$ cat config.mk
export PLATFORM = sky130hd
export DESIGN_NAME = cache_refill_ctrl
export DESIGN_NICKNAME = d
export VERILOG_FILES = /design/src/rtl/cache_refill_ctrl.sv
export SDC_FILE = /design/constraint.sdc
export NUM_CORES = 1
export LEC_CHECK = 0
export BUFFER_PORTS_ARGS = -buffer_cell sky130_fd_sc_hd__buf_2
export CORE_AREA = 3 3 125 91
export DETAILED_ROUTE_END_ITERATION = 12
export DIE_AREA = 0 0 128 94
export HOLD_SLACK_MARGIN = 0.08
export PLACE_DENSITY = 0.68
export SLEW_MARGIN = 15
export SYNTH_ARGS = -nofsm -noshare
export SYNTH_HDL_FRONTEND = slang
export SYNTH_SLANG_ARGS = --single-unit
$ cat constraint.sdc
create_clock -name clk -period 4 [get_ports clk]
set_clock_uncertainty 0.2 [all_clocks]
set_input_delay 0.2 -clock clk [delete_from_list [all_inputs] [get_ports clk]]
set_output_delay 0.2 -clock clk [all_outputs]
set_load 0.005 [all_outputs]
$ cat src/rtl/cache_refill_ctrl.sv
// Block refill engine behind the direct-mapped cache, one word per request.
// Define CRITICAL_WORD_FIRST_EN to fetch the missed word first and add crit_valid.
module cache_refill_ctrl #(
  parameter int ADDR_W          = 32,
  parameter int DATA_W          = 32,
  parameter int WORDS_PER_BLOCK = 4,
  localparam int OFF_W          = $clog2(WORDS_PER_BLOCK)
) (
  input  logic              clk,
  input  logic              rst_n,
  input  logic              miss_valid,
  input  logic [ADDR_W-1:0] miss_addr,
  output logic              miss_ready,
  output logic              mem_req_valid,
  output logic [ADDR_W-1:0] mem_req_addr,
  input  logic              mem_req_ready,
  input  logic              mem_rsp_valid,
  input  logic [DATA_W-1:0] mem_rsp_data,
  output logic              fill_we,
  output logic [ADDR_W-1:0] fill_index_addr,
  output logic [OFF_W-1:0]  fill_word_idx,
  output logic [DATA_W-1:0] fill_data,
`ifdef CRITICAL_WORD_FIRST_EN
  output logic              crit_valid,
`endif
  output logic              refill_done
);

  typedef enum logic [1:0] {
    IDLE,
    REQ,
    WAIT,
    DONE
  } state_t;

  localparam logic [OFF_W-1:0] LAST = OFF_W'(WORDS_PER_BLOCK - 1);

  state_t            state;
  state_t            state_nx;
  logic [ADDR_W-1:0] base;
  logic [OFF_W-1:0]  idx;
  logic [OFF_W-1:0]  cnt;
  logic [OFF_W-1:0]  start;
  logic              take_miss;
  logic              take_rsp;
  logic              first_fill;
  logic              unused_addr;

`ifdef CRITICAL_WORD_FIRST_EN
  assign start = miss_addr[OFF_W+1:2];
`else
  assign start = '0;
`endif

  assign unused_addr = ^miss_addr[OFF_W+1:0];

  assign take_miss = (state == IDLE) && miss_valid;
  assign take_rsp  = (state == WAIT) && mem_rsp_valid;

  always_comb begin
    state_nx = state;
    unique case (state)
      IDLE: if (miss_valid) state_nx = REQ;
      REQ:  if (mem_req_ready) state_nx = WAIT;
      WAIT: begin
        if (mem_rsp_valid)
          state_nx = (cnt == LAST) ? DONE : REQ;
      end
      DONE: state_nx = IDLE;
      default: state_nx = IDLE;
    endcase
  end

  always_ff @(posedge clk or negedge rst_n) begin
    if (!rst_n) state <= IDLE;
    else        state <= state_nx;
  end

  always_ff @(posedge clk or negedge rst_n) begin
    if (!rst_n) begin
      base <= '0;
      idx  <= '0;
      cnt  <= '0;
    end else if (take_miss) begin
      base <= {miss_addr[ADDR_W-1:OFF_W+2],
               {(OFF_W+2){1'b0}}};
      idx  <= start;
      cnt  <= '0;
    end else if (take_rsp) begin
      idx  <= idx + 1'b1;
      cnt  <= cnt + 1'b1;
    end
  end

  always_ff @(posedge clk or negedge rst_n) begin
    if (!rst_n) begin
      fill_we       <= 1'b0;
      fill_word_idx <= '0;
      fill_data     <= '0;
      first_fill    <= 1'b0;
    end else begin
      fill_we    <= take_rsp;
      first_fill <= take_rsp && (cnt == '0);
      if (take_rsp) begin
        fill_word_idx <= idx;
        fill_data     <= mem_rsp_data;
      end
    end
  end

`ifdef CRITICAL_WORD_FIRST_EN
  assign crit_valid = first_fill;
`else
  logic unused_first;
  assign unused_first = first_fill;
`endif

  // Offset bits come straight from idx, so the address cannot leave the block.
  assign mem_req_valid   = (state == REQ);
  assign mem_req_addr    = mem_req_valid
                         ? {base[ADDR_W-1:OFF_W+2], idx, 2'b00}
                         : '0;
  assign miss_ready      = (state == IDLE);
  assign refill_done     = (state == DONE);
  assign fill_index_addr = base;

endmodule

* Yosys cells after proc, flatten, opt, wreduce, memory -nomap -nowiden
Index checks and enable logic that the tools add are counted.
** Storage, ports and cells
- Bits in registers :: 69
- Bits in latches :: 0
- Memories kept :: 0
- Word-level logic and storage cells :: 31
- Output and inout port bits :: 102
- Input port bits :: 69
- Bits in writable memories :: 0
- Memory bits (read-only) :: 0
** Operators by class
- $add $sub $neg :: 2
- Magnitude comparators :: 0
- Eq/ne operators :: 7
- Multipliers :: 0
- Bitwise operators :: 0
- Reduce and logical (&&, ||, !) cells :: 5
- Divide/modulo/power cells :: 0
- Mux-type cells :: 10
- Shift-type cells :: 0
** Operators by type and width (number)
- $mux W32 :: 1
- $mux W2 :: 8
- $pmux W2 S4 :: 1
- $eq A2 B2 Y1 const B :: 3
- $add A2 B1 Y2 const B :: 2
- $ne A2 B2 Y1 const B :: 2
- $reduce_and A3 Y1 :: 1
- $eq A2 B1 Y1 const B :: 1
- $logic_and A1 B1 Y1 :: 2
- $logic_not A2 Y1 :: 1
- $ne A2 B1 Y1 const B :: 1
- $reduce_bool A2 Y1 :: 1

* Logic depth before layout (Yosys ltp)
Gate-level depths: netlist of the first run.
- Depth in word-level cells :: 4
- Depth in mapped cells :: 5
- Mapped depth without buffers :: 3

* Worst setup path before layout of the first run
No wires, ideal clock.
- Kind :: reg-to-reg
- From :: register state[0]
- To :: register base[11], in the netlist fill_index_addr[11]
- Setup time :: 125 ps
- Stages on the path, launching flop included :: 6
- Setup slack :: 2389 ps
- Data required time :: 3675 ps
- Arrival time :: 1286 ps
- Buffers on the path :: 2
- Clock period less this slack :: 1611 ps
- Path through :: dfrtp_1 -> nor2_2 -> and2_4 -> buf_6 -> buf_12 -> mux2_4
** On the way
- Cells in the longest elaborated chain, start to end :: 2
** RTL lines
- from (decl) :: line 38 : state_t state;
- from (signal assigned) :: line 76 : else state <= state_nx;
- $logic_not A2 Y1
- net miss_ready :: line 13 : output logic miss_ready,
- $logic_and A1 B1 Y1 :: line 57 : assign take_miss = (state == IDLE) && miss_valid;
- to (signal assigned) :: line 85 : base <= {miss_addr[ADDR_W-1:OFF_W+2],
- to (decl) :: line 40 : logic [ADDR_W-1:0] base;
The timed path passes the listed nets, and every way through them passes these cells.
A chain may end at the register's enable or synchronous reset.

* Final worst setup path of the first run
- From :: register state[1]
- To :: output port mem_req_addr[20]
** On the way
- Cells in the longest elaborated chain, start to end :: 2
** RTL lines
- $eq A2 B1 Y1 :: line 119 : assign mem_req_valid = (state == REQ);
- $mux W32 :: line 121 : ? {base[ADDR_W-1:OFF_W+2], idx, 2'b00}
- to (decl) :: line 15 : output logic [ADDR_W-1:0] mem_req_addr,
No other way between the ends.

==> reports/metrics.yaml, run 1 <==
grt_pass1_vias: 2506
finalCoreUtilization_pct: 47.6
arrival_ns: 1.83
area_delta_synth_final_pct: 59.8
synth.distinct_cells: 26
layout-drive-gt1-share_pct: 55.7
synth.most_common_cell: "dfrtp_1"
reg2reg_setup_slack_ns: 1.78
power_switching_mw: 1.07
num_io_pins: 171
async_flop_share_pct: 100
htreeDepth: 3
diodes: 0
avgViaCountPerCell: 4.16
grt_pass1_wl_mm: 12.3
root_buffer: "clkbuf_16"
drt_iter0_markers: 66
synth.area.top_cells: "dfrtp_1, mux2_2, mux2_4"
routed_wl_mm: 7.82
synth_seq_cells: 69
cts_resized: 0
vias: 2364
intPower_mw: 2.48
power_mw: 3.55
grtUsageTotal_pct: 13.1
cts_buffer_depth: 2
clk_pin_slew_ns: 0.06
antenna_found_initial: 0
ys_warn_count: 0
synthFlopType: "dfrtp_1"
synth_top_cell_by_area: "dfrtp_1"
switching_share_pct: 30.2
start_kind: "flop"
initial_utilization_pct: 29.8
tightest_slew_ns: 0.852
power_frac_comb_pct: 39.9
dpl_cell_area_mm2: 0.00389
die_h_um: 94
synth_area_mm2: 0.00305
critPathRequiredTime_ns: 3.60
stdcell_area_mm2: 0.00487
min_path_type: "reg2reg"
core-area_mm2: 0.0102
seq_power_share_pct: 36.3
clk_latency_ns: 0.32
finalNetCount: 501
cap_violations: 0
critPathKind: "reg2out"
slew_headroom_pct: 43.2
p_clk_share_pct: 23.8
worstSetupEndpointType: "output pin"
fmax_mhz: 449
gp_congestion: 0.702
wire_per_inst_um: 13.8
drc: 0
synth_top_area_share_pct: 56.7
ir_worst_vdd_uv: 300
grt_setup_unrepaired: "false"
die-area_mm2: 0.0120
overflow: 0
ys_seq_area_share_pct: 56.7
worstPathMaxFanout: 33
synth_area_per_cell_um2: 14.8
cts_tree: "built"
tns_ns: 0
p_per_area_mw_per_mm2: 729
netlist_top_cells_count: "dfrtp_1, mux2_2, and2_1, mux2_4, buf_4"
synth_edf_count: 0
finalHoldViolations: 0
portBuffers: 160
cts_sinks: 69
syn_inst: 206
outcome: "completed"
cts_buffers: 9
drt_pass1_iterations: 3
setup_viol: 0
leakage_nw: 2.50
die_w_um: 128
grt_max_degree: 70
rows: 31
slew_violations: 0
fin_crit_sh_pct: 55.7
antenna_left: 0
hpwlAfterDp_mm: 4.91
layout_min_cycle_time_ns: 2.23
## power groups by stage
stage	Sequential (mW)	Combinational (mW)	Clock [mW]
2_1_floorplan	1.29	0.792	0
3_3_place_gp	1.27	1.34	0
3_5_place_dp	1.29	1.37	0
4_1_cts	1.29	1.43	0.878
5_1_grt	1.34	1.55	0.908
6_report	1.29	1.42	0.844
## repair_timing
item                      CTS  global route
hold buffers               65             0
hold endpoints to repair  132             0
setup buffers               0             0
## routing by layer
metal / GRT usage [%] / wire length, um / vias to the layer above / share of wire [%]
li1: - / - / 1135 / -
met1: 14.8 / 3180 / 1118 / 41
met2: 23.4 / 3920 / 100 / 50
met3: 4.38 / 623 / 11 / 8.0
met4: 4.06 / 102 / 0 / 1.3
met5: 0 / 0 / - / 0
## worst paths after layout
check	start	endpoint	depth (start not counted)
hold / removal	fill_data[3]$_DFFE_PN0P_	fill_data[3]$_DFFE_PN0P_	1
min in group asynchronous	rst_n	fill_data[10]$_DFFE_PN0P_	2
max in group asynchronous	rst_n	fill_index_addr[12]$_DFFE_PN0P_	2
setup reg to reg	state[1]$_DFFE_PN0P_	state[0]$_DFFE_PN0P_	4
setup / recovery	state[1]$_DFFE_PN0P_	mem_req_addr[20]	3
hold reg to reg	fill_data[3]$_DFFE_PN0P_	fill_data[3]$_DFFE_PN0P_	1
## kinds of logic (layout without fill, tap and decap cells)
kind of cell | Yosys count | in the layout | share of synthesized area [%]
flops | 69 | 69 | 56.7
mux | 65 | 65 | 26.8
simple gates | 41 | 41 | 8.50
buf+inv | 19 | 244 | 5.21
compound gates | 10 | 10 | 2.26
fa+ha+maj | 1 | 1 | 0.410
other cells | 1 | 6 | 0.123
## final cells by class
class                           count  area (um2)
Tap cell                          132         165
Inverter                            3        11.3
Multi-Input combinational cell    123        1190
Clock inverter                      6        86.3
Timing Repair Buffer              225        1450
Clock buffer                       10         239
Fill cell                         896        5370
Sequential cell                    69        1730
## state kept, by name, summed over array words and instances (netlist names)
register	count
fill_word_idx	2
fill_data	32
fill_we	1
fill_index_addr	28
cnt	2
idx	2
state	2
## stage by stage
step	worst slack, ns	std cells	hold slack [ns]
after floorplan	2.39	211	-0.296
after global placement	1.85	487	0.166
after detailed placement	1.77	487	0.176
after CTS	1.41	568	0.302
after global routing	1.60	568	0.317
final	1.77	568	0.299
## layout by cell type (no fill, tap or decap)
| master | n |
|---|---|
| o21ai_0 | 3 |
| o22ai_1 | 1 |
| dlygate4sd3_1 | 65 |
| conb_1 | 6 |
| and2_1 | 31 |
| or2b_1 | 1 |
| nand2_1 | 3 |
| clkinv_4 | 1 |
| a21oi_1 | 1 |
| mux2_4 | 24 |
| mux2i_1 | 3 |
| buf_2 | 159 |
| nor2b_2 | 1 |
| clkbuf_8 | 1 |
| clkbuf_16 | 9 |
| a22o_1 | 4 |
| inv_1 | 3 |
| o21bai_1 | 1 |
| buf_4 | 1 |
| mux2_2 | 38 |
| nor2_2 | 1 |
| nand3_1 | 1 |
| clkinvlp_4 | 1 |
| nor2b_4 | 1 |
| bufinv_16 | 2 |
| and2_4 | 1 |
| dfrtp_1 | 69 |
| nand2_4 | 1 |
| ha_1 | 1 |
| clkinv_2 | 2 |
## critical path: stages (launching register included)
cell	delay, ns
dfrtp_1	0.54
nor2b_4	0.61
and2_1	0.23
buf_2	0.12
No activity file was read; power rests on OpenSTA's default activity.
==> inputs of run 2 (changes only) <==
- PLACE_DENSITY: 0.68 -> 0.7
- clock period: 4 -> 1.99 ns (I/O delays scaled with it)
==> run 2 against run 1 <==
  * Worst hold slack better by 0.00078 ns
  * Cell count up 1.2%
  * Non-clock buffer count up 7
  * Combinational power up 110%
  * Flip-flop and latch count unchanged
  * Routed wire length down 0.91%
  * Count of clock-buffer cells in the layout up 1
  * Register-to-register slack worse by 1.6 ns
  * Sequential power up 100%
  * Total power up 98%
  * Critical path depth up 2
  * Sequential share of layout area down 0.31 points
==> reports/metrics.yaml, run 2 (same netlist as run 1, synthesis figures left out) <==
outcome: "completed"
power_frac_comb_pct: 41.5  # +1.6 points
ir_worst_vdd_uv: 648  # +120%
area.sequential_mm2: 0.00173  # unchanged
hold_start: "fill_data[9]$_DFFE_PN0P_"
finalNetCount: 508  # +1.4%
path_delay_family: "buffers and inverters"
reg2reg_setup_slack_ns: 0.14  # -1.64 ns
reg2reg_depth: 5  # +1
layout_min_cycle_time_ns: 1.85
cts_resized: 0  # unchanged
drc: 0  # unchanged
cp_num_buf_inv: 3  # +2
antenna_found_initial: 0  # unchanged
seq_power_share_pct: 36.6  # +0.3 points
fill_cells: 916  # +2.2%
setup_viol: 0  # unchanged
gp_congestion: 0.772  # +9.9%
root_buffer: "clkbuf_16"
finalHoldViolations: 0  # unchanged
area_delta_synth_final_pct: 61.2
cts_setup_buffers: 0  # unchanged
critPathKind: "reg2reg"
cts_buffer_depth: 2  # unchanged
antenna_left: 0  # unchanged
htreeDepth: 3  # unchanged
hpwlAfterDp_mm: 5.21  # +6.2%
grtUsageTotal_pct: 13.1  # -0.015 points
fmax_mhz: 540
critPathRequiredTime_ns: 2.05  # -1.55 ns
crit_path_cell_trace: "nor2b_2, buf_4, inv_1, o22ai_1, dlygate4sd3_1"
worstSetupEndpointType: "flop"
vias: 2397  # +1.4%
fin_crit_sh_pct: 93.1
dpl_cell_area_mm2: 0.00396  # +1.8%
drt_iter0_markers: 28  # -58%
multi_input_area_mm2: 0.00118  # -0.42%
start_kind: "flop"
largest_reg_flops: 32  # unchanged
reg2reg_to: "state[0]$_DFFE_PN0P_"
grt_setup_unrepaired: "false"
grt_pass1_wl_mm: 12.2  # -0.72%
layout-drive-gt1-share_pct: 56.0  # +0.25 points
die_h_um: 94  # unchanged
leakage_nw: 2.53  # +1.2%
switching_share_pct: 30.2  # about the same
diodes: 0  # unchanged
routed_wl_mm: 7.75  # -0.91%
overflow: 0  # unchanged
core-area_mm2: 0.0102  # unchanged
clk_latency_ns: 0.32  # about the same
grt_max_degree: 37  # -47%
wire_per_inst_um: 13.5  # -2.1%
initial_utilization_pct: 29.8  # unchanged
arrival_ns: 1.91  # +0.08 ns
clk_pin_slew_ns: 0.05  # about the same
crit_path_max_incr_delay_ns: 0.56  # -0.05 ns
slowest_stage: "dlygate4sd3_1"
p_per_area_mw_per_mm2: 1440  # +97%
min_path_type: "reg2reg"
stdcell_area_mm2: 0.00491  # +0.87%
die-area_mm2: 0.0120  # unchanged
hold_buffers: 66  # +1.5%
drt_pass1_iterations: 3  # unchanged
p_clk_share_pct: 21.9  # -1.9 points
final_cell_mix: "buf_2, dfrtp_1, dlygate4sd3_1"
holdPathStages: 1  # unchanged
avgViaCountPerCell: 4.17  # +0.16%
layout_commonest_cell: "buf_2"
min_to: "fill_data[9]$_DFFE_PN0P_"
slew_violations: 0  # unchanged
grt_pass1_vias: 2489  # -0.68%
worstPathMaxFanout: 14  # -58%
cts_tree: "built"
cts_buffers: 9  # unchanged
tns_ns: 0  # unchanged
dp.cells: 493  # +1.2%
num_io_pins: 171  # unchanged
cap_violations: 0  # unchanged
power_switching_mw: 2.13  # +98%
cts_sinks: 69  # unchanged
intPower_mw: 4.92  # +98%
instances_no_fill: 575  # +1.2%
portBuffers: 160  # unchanged
regMostFlops: "fill_data"
crit-reg2reg-launch: "state[0]$_DFFE_PN0P_"
rows: 31  # unchanged
die_w_um: 128  # unchanged
-- run 2: cell count changes in the layout (fill, tap and decap cells not counted), sizes merged --
cell / previous run / this run
clkinv: 3 / 4
bufinv: 2 / 1
clkbuf: 10 / 11
clkinvlp: 1 / 0
buf: 160 / 166
dlygate4sd3: 65 / 66
-- run 2: worst max path at each step --
stage | startpoint | end | slack, ns | cells after the start
final | state[0]$_DFFE_PN0P_ | state[0]$_DFFE_PN0P_ | 0.14 | 5
after global placement | state[0]$_DFFE_PN0P_ | fill_data[11]$_DFFE_PN0P_ | 0.28 | 3
after floorplan | state[0]$_DFFE_PN0P_ | fill_index_addr[11]$_DFFE_PN0P_ | 0.38 | 5
after global routing | state[0]$_DFFE_PN0P_ | state[0]$_DFFE_PN0P_ | 0.004 | 5
after CTS | state[0]$_DFFE_PN0P_ | state[0]$_DFFE_PN0P_ | 0.13 | 5
after detailed placement | state[0]$_DFFE_PN0P_ | fill_data[24]$_DFFE_PN0P_ | 0.22 | 3
-- run 2: power groups by stage --
stage	Clock (mW)	Sequential (mW)	Combinational [mW]
after floorplan	0	2.58	1.59
after global placement	0	2.54	2.79
after detailed placement	0	2.59	2.85
after CTS	1.62	2.58	2.97
after global routing	1.68	2.68	3.20
final	1.55	2.58	2.93
-- run 2: layout make-up --
type | instances | area share [%]
inverter | 3 | 0.229
clock buffer | 11 | 4.94
tap | 132 | 3.36
timing repair buffer | 232 | 31.2
clock inverter | 5 | 1.02
sequential | 69 | 35.1
multi-input combinational | 123 | 24.1
-- run 2: layer usage --
metal / part of all wire [%] / global-route usage [%]
met5: 0 / 0
met4: 1.8 / 4.86
met3: 7.8 / 4.94
met2: 50 / 22.3
met1: 41 / 15.0
-- run 2: per-stage QoR --
stage / power [mW] / hold slack (ns) / util [%] / setup slack (ns)
after detailed placement: 5.44 / -0.121 / 38.7 / 0.218
after CTS: 7.17 / 0.301 / 48.0 / 0.129
after global placement: 5.33 / -0.128 / 38.7 / 0.277
final: 7.05 / 0.300 / 48.0 / 0.138
after global routing: 7.56 / 0.317 / 48.0 / 0.00433
after floorplan: 4.17 / -0.396 / - / 0.379
